$ cat src/rtl/ram_arbiter.sv
// Three-way arbiter for the shared 64K single-port RAM: flash loader during boot,
// then CPU with a bounded-deferral diagnostics port; one registered access per GRANT/ACK pair.
`timescale 1ns/1ps

// state | meaning
// IDLE  | pick an eligible requester, latch its access onto the RAM pins
// GRANT | ram_cs high for this one cycle, RAM performs the access
// ACK   | ram_cs low, one-cycle ack to the owner, read data valid on RAM output
module ram_arbiter #(
    parameter int DIAG_MAX_WAIT = 8
) (
    input  logic        clk,
    input  logic        rst,
    input  logic        boot_done,
    input  logic        halt,
    input  logic        flash_req,
    input  logic        cpu_req,
    input  logic        diag_req,
    input  logic        flash_we,
    input  logic        cpu_we,
    input  logic        diag_we,
    input  logic [15:0] flash_addr,
    input  logic [15:0] cpu_addr,
    input  logic [15:0] diag_addr,
    input  logic [7:0]  flash_wdata,
    input  logic [7:0]  cpu_wdata,
    input  logic [7:0]  diag_wdata,
    output logic        flash_ack,
    output logic        cpu_ack,
    output logic        diag_ack,
    output logic [15:0] ram_address,
    output logic [7:0]  ram_datain,
    output logic        ram_cs,
    output logic        ram_we,
    output logic [1:0]  grant
);

    localparam logic [1:0] ST_IDLE  = 2'd0;
    localparam logic [1:0] ST_GRANT = 2'd1;
    localparam logic [1:0] ST_ACK   = 2'd2;

    localparam logic [1:0] OWN_NONE  = 2'd0;
    localparam logic [1:0] OWN_FLASH = 2'd1;
    localparam logic [1:0] OWN_CPU   = 2'd2;
    localparam logic [1:0] OWN_DIAG  = 2'd3;

    localparam int WAIT_W = (DIAG_MAX_WAIT < 1) ? 1 : $clog2(DIAG_MAX_WAIT + 1);
    localparam logic [WAIT_W-1:0] WAIT_MAX = WAIT_W'(DIAG_MAX_WAIT);

    logic [1:0]        r_state;
    logic [WAIT_W-1:0] r_wait;

    logic [1:0]  w_sel;
    logic        w_diag_due;
    logic        w_sel_we;
    logic [15:0] w_sel_addr;
    logic [7:0]  w_sel_wdata;

    assign w_diag_due = (r_wait >= WAIT_MAX);

    // Boot phase belongs to flash alone; halt hands the RAM to diagnostics alone.
    always_comb begin
        w_sel = OWN_NONE;
        if (!boot_done) begin
            if (flash_req) w_sel = OWN_FLASH;
        end else if (halt) begin
            if (diag_req) w_sel = OWN_DIAG;
        end else if (diag_req && (w_diag_due || !cpu_req)) begin
            w_sel = OWN_DIAG;
        end else if (cpu_req) begin
            w_sel = OWN_CPU;
        end
    end

    always_comb begin
        w_sel_we    = 1'b0;
        w_sel_addr  = 16'h0000;
        w_sel_wdata = 8'h00;
        case (w_sel)
            OWN_FLASH: begin
                w_sel_we    = flash_we;
                w_sel_addr  = flash_addr;
                w_sel_wdata = flash_wdata;
            end
            OWN_CPU: begin
                w_sel_we    = cpu_we;
                w_sel_addr  = cpu_addr;
                w_sel_wdata = cpu_wdata;
            end
            OWN_DIAG: begin
                w_sel_we    = diag_we;
                w_sel_addr  = diag_addr;
                w_sel_wdata = diag_wdata;
            end
            default: ;
        endcase
    end

    always_ff @(posedge clk or negedge rst) begin
        if (!rst) begin
            r_state     <= ST_IDLE;
            grant       <= OWN_NONE;
            ram_cs      <= 1'b0;
            ram_we      <= 1'b0;
            ram_address <= 16'h0000;
            ram_datain  <= 8'h00;
            flash_ack   <= 1'b0;
            cpu_ack     <= 1'b0;
            diag_ack    <= 1'b0;
        end else begin
            case (r_state)
                ST_IDLE: begin
                    if (w_sel != OWN_NONE) begin
                        ram_cs      <= 1'b1;
                        ram_we      <= w_sel_we;
                        ram_address <= w_sel_addr;
                        ram_datain  <= w_sel_wdata;
                        grant       <= w_sel;
                        r_state     <= ST_GRANT;
                    end else begin
                        ram_cs <= 1'b0;
                        ram_we <= 1'b0;
                        grant  <= OWN_NONE;
                    end
                end
                ST_GRANT: begin
                    ram_cs    <= 1'b0;
                    ram_we    <= 1'b0;
                    flash_ack <= (grant == OWN_FLASH);
                    cpu_ack   <= (grant == OWN_CPU);
                    diag_ack  <= (grant == OWN_DIAG);
                    r_state   <= ST_ACK;
                end
                ST_ACK: begin
                    flash_ack <= 1'b0;
                    cpu_ack   <= 1'b0;
                    diag_ack  <= 1'b0;
                    grant     <= OWN_NONE;
                    r_state   <= ST_IDLE;
                end
                default: begin
                    ram_cs    <= 1'b0;
                    ram_we    <= 1'b0;
                    flash_ack <= 1'b0;
                    cpu_ack   <= 1'b0;
                    diag_ack  <= 1'b0;
                    grant     <= OWN_NONE;
                    r_state   <= ST_IDLE;
                end
            endcase
        end
    end

    // Counts arbitration rounds a pending diag request lost; a dropped request starts over.
    always_ff @(posedge clk or negedge rst) begin
        if (!rst) begin
            r_wait <= '0;
        end else if (!diag_req) begin
            r_wait <= '0;
        end else if (r_state == ST_IDLE) begin
            if (w_sel == OWN_DIAG) begin
                r_wait <= '0;
            end else if (r_wait != WAIT_MAX) begin
                r_wait <= r_wait + 1'b1;
            end
        end
    end

endmodule

$ cat config.mk
export PLATFORM = sky130hd
export DESIGN_NAME = ram_arbiter
export DESIGN_NICKNAME = d
export VERILOG_FILES = /design/src/rtl/ram_arbiter.sv
export SDC_FILE = /design/constraint.sdc
export NUM_CORES = 1
export LEC_CHECK = 0
export ABC_AREA = 1
export CAP_MARGIN = 10
export CELL_PAD_IN_SITES_DETAIL_PLACEMENT = 0
export CELL_PAD_IN_SITES_GLOBAL_PLACEMENT = 1
export CORE_ASPECT_RATIO = 0.9
export CORE_MARGIN = 3
export CORE_UTILIZATION = 29
export DETAILED_ROUTE_END_ITERATION = 8
export MAX_ROUTING_LAYER = met4
export PLACE_DENSITY_LB_ADDON = 0.1
export SLEW_MARGIN = 20
export SYNTH_ARGS = -nofsm -noshare
export SYNTH_HDL_FRONTEND = slang
export SYNTH_SLANG_ARGS = --single-unit
$ cat constraint.sdc
create_clock -name clk -period 2.1 [get_ports clk]
set_clock_uncertainty 0.15 [all_clocks]
set_input_delay 0.42 -clock clk [delete_from_list [all_inputs] [get_ports clk]]
set_output_delay 0.42 -clock clk [all_outputs]
set_load 0.03 [all_outputs]
=== After elaboration in Yosys (flattened, before gate mapping) ===
Cells that the tools add are included.
W data, S select, Z words.

* Flip-flop bits (word level): 37
* Input port bits: 82
* Word-level logic and storage cells: 55

* Add/sub/neg operators: 1
* Magnitude comparators: 1
* Equal/unequal tests: 12
* Muxes and demuxes: 24
* Reduce and logical (&&, ||, !) cells: 7

{| class="wikitable"
|+ Operators by type and width
! operator !! count
|-
| $pmux W16 S3 || 1
|-
| $pmux W8 S3 || 1
|-
| $mux W4 || 4
|-
| $mux W2 || 7
|-
| $eq A2 B2 Y1 const B || 5
|-
| $pmux W1 S2 || 5
|-
| $pmux W2 S2 || 2
|-
| $eq A2 B1 Y1 const B || 3
|-
| $add A4 B1 Y4 const B || 1
|-
| $ge A4 B4 Y1 const B || 1
|-
| $ne A4 B4 Y1 const B || 1
|-
| $reduce_and A2 Y1 || 2
|-
| $mux W1 || 3
|-
| $ne A3 B1 Y1 const B || 1
|-
| $pmux W1 S3 || 1
|-
| $logic_not A2 Y1 || 1
|-
| $ne A2 B1 Y1 const B || 1
|-
| $ne A2 B2 Y1 const B || 1
|-
| $reduce_bool A2 Y1 || 1
|-
| $logic_and A1 B1 Y1 || 1
|-
| $logic_not A1 Y1 || 1
|-
| $logic_or A1 B1 Y1 || 1
|}

=== Longest topological paths before layout ===
Gate-level depths: netlist of the first run.

* Depth after elaboration: 10
* Mapped depth: 9
* Mapped depth without buffers: 8

=== Least setup slack after synthesis of the first run ===
OpenSTA, ideal clock, no wires.

* Path kind: input port to flip-flop
* Start: in halt
* End: reg ram_address[12]
* Setup time: 0.117 ns
* Data arrival time: 1.220 ns
* Required time: 1.833 ns
* Slack: 0.612 ns
* Cell stages on the path: 9
* Path buffers: 1
* Path through: inv_1 nand3_2 nand2_4 nand2_4 nand2_4 nand2_4 buf_6 nand2_1 nand2_1

* Longest elaborated chain between the ends: 4
* Elaborated cells on any way between the ends: 8
* Those cells by class: 3 x eq/ne; 3 x mux; 2 x reduce/logical

{| class="wikitable"
|+ Ends and longest elaborated chain
! element !! line !! RTL
|-
| start: declaration || 15 || <nowiki>input logic halt,</nowiki>
|-
| $mux W2 (*) || 66 || <nowiki>end else if (halt) begin</nowiki>
|-
| $mux W2 (*) || 64 || <nowiki>if (!boot_done) begin</nowiki>
|-
| $eq A2 B2 Y1 (tied with other cells) || 79 || <nowiki>case (w_sel)</nowiki>
|-
| $pmux W16 S3 / $reduce_and A2 Y1 (equally long branches) || n/a ||
|-
| end signal: assignment || 116 || <nowiki>ram_address <= w_sel_addr;</nowiki>
|-
| end: declaration || 31 || <nowiki>output logic [15:0] ram_address,</nowiki>
|}

Every way passes the cells marked *; elsewhere a longest branch is shown, timed or not.
A chain may end at the register's enable or synchronous reset.

=== Worst setup path after layout of the first run ===
* Start: reg grant[1]
* End: out grant[1]

{| class="wikitable"
|+ RTL lines
! element !! line !! RTL
|-
| start: declaration || 35 || <nowiki>output logic [1:0] grant</nowiki>
|-
| start signal: assignment || 118 || <nowiki>grant <= w_sel;</nowiki>
|}

No word-level cell between the ends.

==> run_results.csv, run 1 <==
group,metric,value,unit
clock_tree,clock_path_buffers,2,
worst_setup_path,crit_arrival,1390,ps
status,status,"finished, final reports clean",
sta,fin_tns_setup,0,ps
placed_design,io_buffer_count,112,
layout,fin_area,3500,um2
sta,rsz0062_at_grt,"false",
worst_setup_path,critPathMaxStageDelay,700,ps
synth,yosysTopAreaCellShare,44.1,%
worst_setup_path,worstPathRequired,1530,ps
synth,synth_cells,279,
die,fp.dieW,95.7,um
sta,max_freq,510,MHz
global_routing,grt.overflow.total,0,
synth,ys_ff_latch,37,
die,start_util,30.9,%
worst_setup_path,cp_max_fo,4,
clock_tree,cts_buffers,5,
routing,drc_errors,0,
synth,syn_area,2100,um2
worst_setup_path,critical_path_buf_inv_count,1,
worst_setup_path,cpMaxStageDelayCell,"clkdlybuf4s50_1",
synth,avgSynthCellArea,7.52,um2
routing,via_count,2293,
clock_tree,cts_root_buf,"clkbuf_8",
sta,worst_slew_pin_slew,412,ps
global_routing,grt_usage,18.2,%
placed_design,globalplace.congestion,0.779,
die,core,6800,um2
clock_tree,cts_max_level,2,
sta,slew_viol_final,0,
power,power_leakage,1.62,nW
sta,max-slew-margin-rel,72.5,%
die,pin_count,113,
synth,synth_cell_type_count,20,
routing,viasPerCell,4.67,
power,power.density,1040,nW/um2
die,fp.dieH,86.7,um
worst_setup_path,crit_family,"buffers and inverters",
global_routing,grt_pass1_wl,11300,um
layout,drive_gt1_share,9.73,%
global_routing,antenna_found_initial,0,
die,dieArea,8290,um2
min_path,hold_class,"flop to flop",
clock_tree,clock_latency,280,ps
power,power,3.63,mW
clock_tree,cts_hold_buffers,1,
layout,diodes,0,
routing,ant_nets,0,
routing,drt_first_iter_violations,92,
clock_tree,path_clk_slew,80,ps
worst_setup_path,worstSetupEndpointType,"output port",
global_routing,grt_pass1_vias,2335,
layout,mostFrequentLayoutCells,"clkdlybuf4s50_1 (111), nand3_1 (108), nand2_1 (84)",
sta,hold_violations,0,
sta,finalSetupViolCount,0,
worst_setup_path,crit_type,"flop to output port",
die,num_rows,28,
clock_tree,post_cts_resized,0,
worst_setup_path,setup.worst_path.start_class,"flop",
routing,wl,7050,um
routing,wl_per_cell,14.4,um
synth,syn_nets,363,
power,vdd_drop_max,335,uV
worst_setup_path,reg2reg_slack,480,ps
clock_tree,tritoncts,"built",
placed_design,dpl_cell_area,3390,um2
synth,synth.area.top_cells,"dfrtp_1 (44%), nand3_1 (26%), nand2_1 (15%), buf_2 (2.4%), nand2_4 (2.1%)",
layout,final_nets,484,
clock_tree,clock-sinks,37,
synth,synth_top_area_cell,"dfrtp_1",
sta,min_period,1960,ps
sta,period_share,93.3,%
placed_design,dpl.hpwl,5220,um
global_routing,grt_max_degree,38,
synth,ys_seq_area_share,44.1,%
layout,mostFrequentLayoutCell,"clkdlybuf4s50_1",
worst_setup_path,crit_chain,"clkdlybuf4s50_1",
layout,area_growth,67.0,%
routing,dr.pass1.iters,4,
clock_tree,postCtsSetupBuffers,0,
synth,yosysWarnings,0,
job,maxCapViolations,0,
registers in the layout, indices dropped and copies added (netlist names):
register     cells
flash_ack        1
ram_datain       8
cpu_ack          1
r_state          2
grant            2
ram_we           1
r_wait           4
diag_ack         1
ram_address     16
ram_cs           1
worst register-to-register path, stage by stage, from the launching register on:
cell and delay [ps]:
dfrtp_1 420, nor2_2 370, nand2_2 170, nand2_4 280, nand2_1 110, nand2_1 60
report_power, final:
part	internal, mW	switching (mW)
clock	0.297	0.238
sequential	0.991	0.176
combinational	0.805	1.13
total	2.09	1.54
cell families (layout without fill, tap and decap cells):
kind of cell | after synthesis | in the layout | synth area share [%]
xor+xnor | 2 | 2 | 0.835
flops | 37 | 37 | 44.1
buf+inv | 26 | 148 | 6.20
compound gates | 6 | 6 | 1.67
fa+ha+maj | 2 | 2 | 1.19
simple gates | 206 | 206 | 46.0
cell type report:
type / count / area (um2)
fill: 692 / 3290
timing repair buffer: 130 / 1280
multi-input combinational: 216 / 1040
sequential: 37 / 926
tap: 90 / 113
clock buffer: 7 / 96.3
inverter: 10 / 42.5
clock inverter: 1 / 5.00
Yosys cell counts:
| cell | n |
|---|---|
| nand3_1 | 108 |
| nand2_1 | 84 |
| dfrtp_1 | 37 |
| buf_2 | 10 |
| inv_1 | 7 |
| o21ai_0 | 5 |
| clkbuf_1 | 4 |
| nand2_4 | 4 |
| nand2_2 | 3 |
| buf_6 | 2 |
| ha_1 | 2 |
| inv_2 | 2 |
| nand4_1 | 2 |
| nor2_2 | 2 |
| xor2_1 | 2 |
| a32o_1 | 1 |
| and2_1 | 1 |
| clkinv_4 | 1 |
| nand3_2 | 1 |
| nor2_1 | 1 |
routing by layer:
layer | global-route usage [%] | vias up | share of wire [%]
met4 | 4.13 | 0 | 0.65
li1 | - | 1182 | -
met2 | 28.5 | 71 | 47
met1 | 23.8 | 1035 | 45
met3 | 4.60 | 5 | 7.8
met5 | - | - | 0
metrics by stage:
stage / cells / util [%] / hold WS, ps / setup slack [ps]
floorplan: 279 / - / -25.6 / 612
global placement: 482 / 49.9 / 251 / 54.2
detailed placement: 482 / 49.9 / 250 / 48.3
CTS: 491 / 51.5 / 347 / 135
global route: 491 / 51.5 / 388 / 94.1
finish: 491 / 51.5 / 344 / 141
path summary, 6_finish.rpt:
| path | from | endpoint | depth (start not counted) |
|---|---|---|---|
| max | grant[1] | grant[1] | 1 |
| min | cpu_ack | cpu_ack | 2 |
| max reg2reg | r_state[1] | ram_address[5] | 5 |
| min reg2reg | cpu_ack | cpu_ack | 2 |
| max in group asynchronous | rst | ram_address[15] | 3 |
| min in group asynchronous | rst | flash_ack | 3 |
(Power assumes the default switching activity.)
==> run 2: changes to the inputs <==
Settings changed: CORE_MARGIN 3 to 2, GPL_TIMING_DRIVEN set to 1.
==> run 2 against run 1 <==
Worst hold slack improved by 2.6 ps. First-iteration DRC count fell by 27%. Combinational power barely moved. Critical path type unchanged. Largest cell class unchanged.
==> run_results.csv, run 2 (synthesis gave the netlist of run 1 again) <==
group,metric,value,unit
layout,mostFrequentLayoutCell,"clkdlybuf4s50_1",
global_routing,antenna_found_initial,0,
die,core,7040,um2
layout,mostFrequentLayoutCells,"clkdlybuf4s50_1 (111), nand3_1 (108), nand2_1 (84)",
worst_setup_path,crit_family,"buffers and inverters",
worst_setup_path,worstSetupEndpointType,"output port",
routing,wl_per_cell,14.0,um
clock_tree,post_cts_resized,0,
placed_design,globalplace.congestion,0.839,
layout,final_nets,483,
die,fp.dieW,93.7,um
sta,min_period,1950,ps
layout,reg_top3,"ram_address: 16 flops, ram_datain: 8 flops, r_wait: 4 flops",
job,maxCapViolations,0,
layout,layout.cells.non_filler,493,
worst_setup_path,critical_path_buf_inv_count,1,
worst_setup_path,reg2reg_to,"ram_datain[5]",
placed_design,pre_cts_slack,38.7,ps
clock_tree,cts_hold_buffers,1,
clock_tree,clock_latency,290,ps
clock_tree,clock-sinks,37,
sta,finalSetupViolCount,0,
clock_tree,path_clk_slew,80,ps
sta,worst_slew_pin_slew,608,ps
power,vdd_drop_max,363,uV
sta,slew_viol_final,0,
die,pin_count,113,
power,power,3.82,mW
worst_setup_path,cp_max_fo,4,
power,power_leakage,1.63,nW
global_routing,grt_pass1_vias,2285,
clock_tree,cts_max_level,2,
routing,ant_nets,0,
worst_setup_path,critPathMaxStageDelay,690,ps
routing,drc_errors,0,
layout,regMostFlops,"ram_address",
status,status,"finished, final reports clean",
routing,dr.pass1.iters,5,
layout,largest_reg_flops,16,
routing,via_count,2339,
worst_setup_path,crit_chain,"clkdlybuf4s50_1",
layout,num-fill-cells,715,
clock_tree,cts_root_buf,"clkbuf_8",
power,power.density,1090,nW/um2
sta,max_freq,513,MHz
sta,period_share,92.9,%
placed_design,dpl.hpwl,5140,um
worst_setup_path,endpoint,"grant[0]",
worst_setup_path,critPathLaunch,"grant[0]",
global_routing,grt_usage,18.7,%
placed_design,dpl_cell_area,3380,um2
worst_setup_path,setup.worst_path.start_class,"flop",
global_routing,grt_pass1_wl,11300,um
worst_setup_path,worstPathRequired,1530,ps
worst_setup_path,crit-reg2reg-launch,"r_state[1]",
sta,hold_violations,0,
clock_tree,postCtsSetupBuffers,0,
clock_tree,tritoncts,"built",
die,dieArea,7930,um2
routing,wl,6880,um
worst_setup_path,reg2reg_slack,490,ps
placed_design,dp.cells,484,
die,start_util,29.8,%
layout,drive_gt1_share,9.50,%
clock_tree,clock_path_buffers,2,
sta,max-slew-margin-rel,59.5,%
clock_tree,cts_buffers,5,
worst_setup_path,cpMaxStageDelayCell,"clkdlybuf4s50_1",
sta,rsz0062_at_grt,"false",
worst_setup_path,cp.depth,1,
worst_setup_path,r2r_cells,5,
layout,fin_area,3520,um2
layout,area_growth,67.7,%
sta,worst_slack,150,ps
worst_setup_path,crit_arrival,1380,ps
die,fp.dieH,84.7,um
placed_design,io_buffer_count,112,
die,num_rows,29,
layout,diodes,0,
global_routing,grt.overflow.total,0,
min_path,hold_class,"flop to flop",
routing,drt_first_iter_violations,67,
routing,viasPerCell,4.74,
global_routing,grt_max_degree,28,
worst_setup_path,crit_type,"flop to output port",
sta,fin_tns_setup,0,ps
==> run 2: worst min path at each step <==
stage              from        end  slack, ps  cells past startpoint
2_1_floorplan       rst    cpu_ack        -30                      0
3_3_place_gp        rst  r_wait[1]        320                      1
3_5_place_dp        rst  r_wait[1]        320                      1
4_1_cts        diag_ack   diag_ack        350                      1
5_1_grt         cpu_ack    cpu_ack        370                      2
6_report       diag_ack   diag_ack        350                      1
==> run 2: layout make-up <==
type | instances | area (um2) | share of cell area, %
sequential | 37 | 926 | 26.3
clock inverter | 3 | 65.1 | 1.85
inverter | 10 | 42.5 | 1.21
clock buffer | 5 | 68.8 | 1.96
multi-input combinational | 216 | 1040 | 29.6
timing repair buffer | 129 | 1260 | 35.8
tap | 93 | 116 | 3.31
==> run 2: power by group <==
group / total, mW / leakage (nW) / internal (mW) / switching, mW
combinational: 1.92 / 1.08 / 0.796 / 1.13
clock: 0.724 / 0.0681 / 0.472 / 0.252
sequential: 1.18 / 0.480 / 0.991 / 0.185
total: 3.82 / 1.63 / 2.26 / 1.56
==> run 2: routing by layer <==
layer | vias to the layer above | track usage (%) | wire length (um)
li1 | 1181 | - | -
met2 | 81 | 29.1 | 3140
met4 | 0 | 3.95 | 51
met1 | 1073 | 25.0 | 3250
met3 | 4 | 4.49 | 445
met5 | - | - | 0
==> run 2: through the flow <==
stage               utilization [%]  hold WS [ps]
global route                   50.0           372
finish                         50.0           346
CTS                            50.0           352
floorplan                         -         -25.6
detailed placement             48.0           324
global placement               48.0           317
